--- src/rtl/trig_capture_ctrl.sv ---
// Capture controller: sequences pre-trigger fill, armed wait and post-trigger
// capture into a circular sample RAM, and reports armed/triggered/done status.
module trig_capture_ctrl #(
    parameter int DEPTH  = 384,
    parameter int ADDR_W = 9
) (
    input  logic              clk,
    input  logic              rst_n,
    input  logic              start_cap,
    input  logic [2:0]        trig_src,
    input  logic [ADDR_W-1:0] trig_pos,
    input  logic              smpl_en,
    input  logic              UARTtrig,
    input  logic              CH_trig,
    output logic              we,
    output logic [ADDR_W-1:0] waddr,
    output logic [ADDR_W-1:0] trig_addr,
    output logic              armed,
    output logic              triggered,
    output logic              capture_done
);

    // Pre-trigger count can equal DEPTH (trig_pos 0), so it needs one more bit
    localparam int CNT_W = $clog2(DEPTH + 1);
    localparam logic [ADDR_W-1:0] LAST_ADDR = ADDR_W'(DEPTH - 1);
    localparam logic [ADDR_W:0]   DEPTH_EXT = (ADDR_W + 1)'(DEPTH);
    localparam logic [CNT_W-1:0]  DEPTH_CNT = CNT_W'(DEPTH);

    typedef enum logic [2:0] {
        S_IDLE  = 3'd0,
        S_PRE   = 3'd1,
        S_ARMED = 3'd2,
        S_POST  = 3'd3,
        S_DONE  = 3'd4
    } state_t;

    state_t              r_state;
    state_t              w_state_next;

    logic [ADDR_W-1:0]   r_waddr;
    logic [ADDR_W-1:0]   r_trig_addr;
    logic                r_triggered;
    logic [ADDR_W-1:0]   r_pos;
    logic [CNT_W-1:0]    r_pre_target;
    logic [CNT_W-1:0]    r_smpl_cnt;
    logic [ADDR_W-1:0]   r_post_cnt;

    logic                w_trig_evt;
    logic                w_we;
    logic                w_post_room;
    logic [ADDR_W-1:0]   w_waddr_inc;
    logic [ADDR_W-1:0]   w_pos_clamped;
    logic [CNT_W-1:0]    w_pre_target;

    assign w_trig_evt    = (trig_src[0] & UARTtrig) | (trig_src[1] & CH_trig) | trig_src[2];
    assign w_waddr_inc   = (r_waddr == LAST_ADDR) ? '0 : r_waddr + ADDR_W'(1);
    assign w_pos_clamped = ({1'b0, trig_pos} >= DEPTH_EXT) ? LAST_ADDR : trig_pos;
    assign w_pre_target  = DEPTH_CNT - CNT_W'(w_pos_clamped);

    // Only a zero-length post phase ever sits in POST with no room left
    assign w_post_room   = (r_post_cnt != r_pos);

    assign w_we = smpl_en & ~start_cap &
                  ((r_state == S_PRE) | (r_state == S_ARMED) |
                   ((r_state == S_POST) & w_post_room));

    always_ff @(posedge clk or negedge rst_n) begin
        if (!rst_n) begin
            r_state <= S_IDLE;
        end else begin
            r_state <= w_state_next;
        end
    end

    always_comb begin
        w_state_next = r_state;
        if (start_cap) begin
            w_state_next = S_PRE;
        end else begin
            case (r_state)
                S_PRE: begin
                    if (w_we && (r_smpl_cnt + CNT_W'(1) == r_pre_target)) begin
                        w_state_next = S_ARMED;
                    end
                end
                S_ARMED: begin
                    if (w_trig_evt) begin
                        w_state_next = S_POST;
                    end
                end
                S_POST: begin
                    if (!w_post_room) begin
                        w_state_next = S_DONE;
                    end else if (w_we && (r_post_cnt + ADDR_W'(1) == r_pos)) begin
                        w_state_next = S_DONE;
                    end
                end
                default: w_state_next = r_state;
            endcase
        end
    end

    always_comb begin
        we           = w_we;
        armed        = (r_state == S_ARMED);
        capture_done = (r_state == S_DONE);
    end

    assign waddr     = r_waddr;
    assign trig_addr = r_trig_addr;
    assign triggered = r_triggered;

    always_ff @(posedge clk or negedge rst_n) begin
        if (!rst_n) begin
            r_waddr      <= '0;
            r_trig_addr  <= '0;
            r_triggered  <= 1'b0;
            r_pos        <= '0;
            r_pre_target <= '0;
            r_smpl_cnt   <= '0;
            r_post_cnt   <= '0;
        end else if (start_cap) begin
            r_waddr      <= '0;
            r_triggered  <= 1'b0;
            r_pos        <= w_pos_clamped;
            r_pre_target <= w_pre_target;
            r_smpl_cnt   <= '0;
            r_post_cnt   <= '0;
        end else begin
            if (w_we) begin
                r_waddr <= w_waddr_inc;
            end
            if ((r_state == S_PRE) && w_we) begin
                r_smpl_cnt <= r_smpl_cnt + CNT_W'(1);
            end
            // A sample written in the trigger cycle belongs to the pre-trigger window
            if ((r_state == S_ARMED) && w_trig_evt) begin
                r_triggered <= 1'b1;
                r_post_cnt  <= '0;
                r_trig_addr <= w_we ? w_waddr_inc : r_waddr;
            end
            if ((r_state == S_POST) && w_we) begin
                r_post_cnt <= r_post_cnt + ADDR_W'(1);
            end
        end
    end

endmodule

--- config.mk ---
export PLATFORM = sky130hd
export DESIGN_NAME = trig_capture_ctrl
export DESIGN_NICKNAME = d
export VERILOG_FILES = /design/src/rtl/trig_capture_ctrl.sv
export SDC_FILE = /design/constraint.sdc
export NUM_CORES = 1
export LEC_CHECK = 0
export BUFFER_PORTS_ARGS = -buffer_cell sky130_fd_sc_hd__buf_4
export CORE_MARGIN = 3
export CORE_UTILIZATION = 35
export CTS_BUF_LIST = sky130_fd_sc_hd__clkbuf_4
export DETAILED_ROUTE_END_ITERATION = 16
export HOLD_SLACK_MARGIN = 0.03
export REMOVE_ABC_BUFFERS = 1
export SLEW_MARGIN = 20
export SYNTH_ARGS = -nofsm -noshare
export SYNTH_HDL_FRONTEND = slang
export SYNTH_SLANG_ARGS = --single-unit
--- constraint.sdc ---
create_clock -name clk -period 1.9 [get_ports clk]
set_input_delay 0 -clock clk [delete_from_list [all_inputs] [get_ports clk]]
set_output_delay 0 -clock clk [all_outputs]
set_load 0.01 [all_outputs]
==> summary.md <==
| Metric | Value |
|---|---|
| Starting DRT DRC Count | slightly above 80 |
| Min-delay worst type | input pin to flip-flop |
| Total GRT Usage | between 10% and 20% |
| Min Hold Slack | 0.0521 ns |
| Maxcap violations | 0 |
| DRT antenna net count | 0 |
| Flip-flop and latch count after synthesis | 57 |
| Largest net degree at the start of global routing | between 50 and 60 |
| Skew-Pair Late Insertion Delay | approximately 0.42 ns |
| Syn Inst Count | between 300 and 400 |
| Number of diodes | 0 |
| Clk root buf | clkbuf_4 |
| H-Tree Depth | 3 |
| Drt first pass iters | 5 |
| YS warnings | 0 |
| Final Max Tran Viols | 0 |
| Crit-path cells | xor2_2, or4b_4, nor4_4, or2_4, inv_4, buf_6, buf_6 |
| Die Y | 103 um |
| CTS tree | yes |
| GRT overflow | 0 |
| Setup ws final | -0.317 ns |
| Num rows | 34 |
| Predominant post-synthesis flop cell | dfrtp_1 |
| Port bufs | 39 |
| Fin crit period | ~2.2 ns |
| Fraction of layout cells with a size suffix above 1 | 32.9% |
| Synth cell types | 54 |
| Core footprint | between 0.008 and 0.009 sq mm |
| Failing checks | setup timing |
| Pleak | around 2.0 nW |
| Post-synth EDFFs | 0 |
| Vias in the first global route | ~3000 |
| Cts bufs inserted | 9 |
| Final WL | just under 9000 um |
| P_int | 2.05 mW |
| Layout Nets | a little under 500 |
| P_sw | between 700 and 800 uW |
| Clock power frac | 36.4% |
| Post-route DRC violation count | 0 |
| Cell Area, Synth | roughly 0.0033 sq mm |
| Worst EP arrival | between 2 and 2.5 ns |
| Final HPWL DP | about 6100 um |
| Initial Utilization | roughly 37% |
| Num Clock Sinks | between 50 and 60 |
| Required time of the critical path | 1.90 ns |
| Pwr dens | 608 mW/mm^2 |
| Crit path kind | flip-flop to primary output |
| Outcome | finished, violations left |
| First-pass GRT wire length | 14700 um |
| CP Launch Point | r_post_cnt[4] |
| Crit path top cell by count | buf_6 |
| Avg WL per Cell | around 15 um |
| Net Sw Frac | between 20% and 30% |
| Hold Crit Start | start_cap |
| Post-place setup slack | -0.229 ns |
| Dpl cell area | roughly 0.0040 sq mm |
| Die area | about 0.011 sq mm |
| Slew @ Worst Pin | between 0.7 and 0.8 ns |
| Final-report hold violation count | 0 |
| Setup violations, final | 30 |
| Via Count | 3044 |
| Die W | ~100 um |
| Via density per instance | 5.23 |
| Final Instance Area | roughly 0.0047 sq mm |
| Crit Path Max Fanout | 2 |
| Reg power frac | 46.5% |
| Worst R2R Start | r_post_cnt[4] |
| Number of fill cells in the layout | approximately 800 |
| Reg clk slew, reported paths | ~0.11 ns |
| Gpl congestion | 0.868 |
| Max Clock Freq | between 400 and 500 MHz |
| Area growth syn-to-layout | 42.1% |
| IO Pins | 40 |
| Crit start category | flip-flop |
| Combinational power share | between 10% and 20% |
| Register area share after synthesis | 43.5% |
| Antenna violations before repair | 0 |
| Power Total | 2.83 mW |
| Post-Syn Area per Cell | 9.12 sq um |
| Setup Skew | 0.0101 ns |
| Worst Setup End Kind | primary output |
| Clock Tree Buf Depth | 2 |
| Relative slew margins | 51.3% |
| VDD IR-drop max | 0.000418 V |
| Max incr delay on CP | approximately 0.54 ns |
| Async S/R FF share, synth | 100% |
| Tcrit/Tclk final | 117% |
| RSZ-0062 raised after global routing | true |
| CP max-delay cell | or4b_4 |
final timing paths:
check                                       end  slack [ns]  cells after the start
worst max-delay path                         we       -0.32                      7
worst min-delay path                   waddr[3]        0.05                      3
worst max register to register     trig_addr[2]       -0.28                      9
worst min register to register  r_pre_target[4]        0.53                      1
max in group asynchronous         r_post_cnt[1]        1.19                      2
min in group asynchronous              waddr[7]        0.18                      2
synthesized netlist by cell type (all sizes together), types with 2 or more instances:
master	n	area, sq um
a31oi	2	12.5
o21a	2	15.0
mux2i	6	60.1
nand2	26	97.6
nor3b	4	30.0
xnor2	22	193
nor4	14	109
mux2	4	45.0
a22o	4	35.0
xor2	16	140
nor4bb	2	20.0
a21o	3	22.5
o31a	4	36.3
nor3	9	50.1
o21ai	11	55.1
nand2b	5	31.3
clkbuf	11	41.3
nand4	6	37.5
buf	6	30.0
nand3	10	50.1
or4	2	15.0
inv	8	30.0
o2bb2ai	3	26.3
o31ai	3	22.5
o2111ai	3	26.3
or3	2	12.5
ha	4	50.1
nor2b	4	25.0
nand3b	4	30.0
a21oi	23	115
dfrtp	57	1430
and3	4	25.0
o211ai	4	30.0
nor2	59	221
cells in the final DEF, fill, tap and decap left out, drive strengths merged, types with 8 or more instances in the layout:
master | Yosys | routed
dfrtp | 57 | 57
nor3 | 9 | 10
buf | 6 | 102
clkbuf | 11 | 10
nor4 | 14 | 14
inv | 8 | 8
dlygate4sd3 | 0 | 12
xor2 | 16 | 16
nand2 | 26 | 26
xnor2 | 22 | 22
a21oi | 23 | 23
nand3 | 10 | 10
o21ai | 11 | 11
nor2 | 59 | 59
power by group through the flow:
| stage | logic (mW) | registers [mW] | clock network, mW |
|---|---|---|---|
| finish | 0.483 | 1.32 | 1.03 |
| floorplan | 0.189 | 1.34 | 0 |
| detailed placement | 0.410 | 1.34 | 0 |
| CTS | 0.461 | 1.32 | 1.06 |
| global route | 0.536 | 1.32 | 1.11 |
| global placement | 0.402 | 1.34 | 0 |
what timing repair did:
| item | in CTS | in global routing |
|---|---|---|
| pin swaps | 16 | 8 |
| gates cloned | 2 | 0 |
| buffers inserted | 7 | 5 |
| hold endpoints to repair | 73 | 0 |
| gates resized for setup | 33 | 15 |
| hold buffers | 12 | 0 |
| setup endpoints to repair | 31 | 31 |
cell type report:
| class | instances | area, sq um | share of cell area [%] |
|---|---|---|---|
| repair buffers | 114 | 916 | 19.7 |
| flip-flops and latches | 57 | 1430 | 30.7 |
| well taps | 108 | 135 | 2.90 |
| inverters | 8 | 32.5 | 0.699 |
| clock buffers | 10 | 75.1 | 1.61 |
| multi-input cells | 279 | 1990 | 42.7 |
| clock inverters | 6 | 82.6 | 1.77 |
layer usage:
layer	vias up	routed length [um]	GRT usage (%)
li1	1506	-	-
met1	1467	3920	23.7
met2	59	4470	29.3
met3	12	307	4.60
met4	0	140	3.98
met5	-	0	0
flip-flops by register name (all words and copies together) (netlist names):
| name | count |
|---|---|
| r_pos | 9 |
| r_pre_target | 8 |
| r_post_cnt | 9 |
| trig_addr | 9 |
| waddr | 9 |
| r_state | 3 |
| triggered | 1 |
| r_smpl_cnt | 9 |
metrics by stage:
stage               instances  utilization, %  setup TNS [ns]
global placement          541            45.2           -4.40
detailed placement        541            45.2           -4.69
floorplan                 342               -           -8.69
CTS                       578            51.1           -5.06
finish                    582            52.4           -6.27
global route              582            52.4           -9.24
worst max-delay path: cells and delay by family, from the launching register on:
family,cells,cell delay (ns)
and+or+nand+nor,3,0.92
DFF,1,0.42
buffers and inverters,3,0.26
xor gates and xnor gates,1,0.19
logic make-up (layout without fill, tap and decap cells):
logic type,after synthesis,count (layout),share of synthesized area [%]
AND/OR/NAND/NOR,157,158,24.8
AO/OA/AOI/OAI,68,69,13.7
flip-flops,57,57,43.5
XOR/XNOR,38,38,10.2
buffers and inverters,25,138,3.09
multiplexers,10,10,3.21
adder cells (fa/ha/maj),4,4,1.53
(Power assumes the default switching activity.)
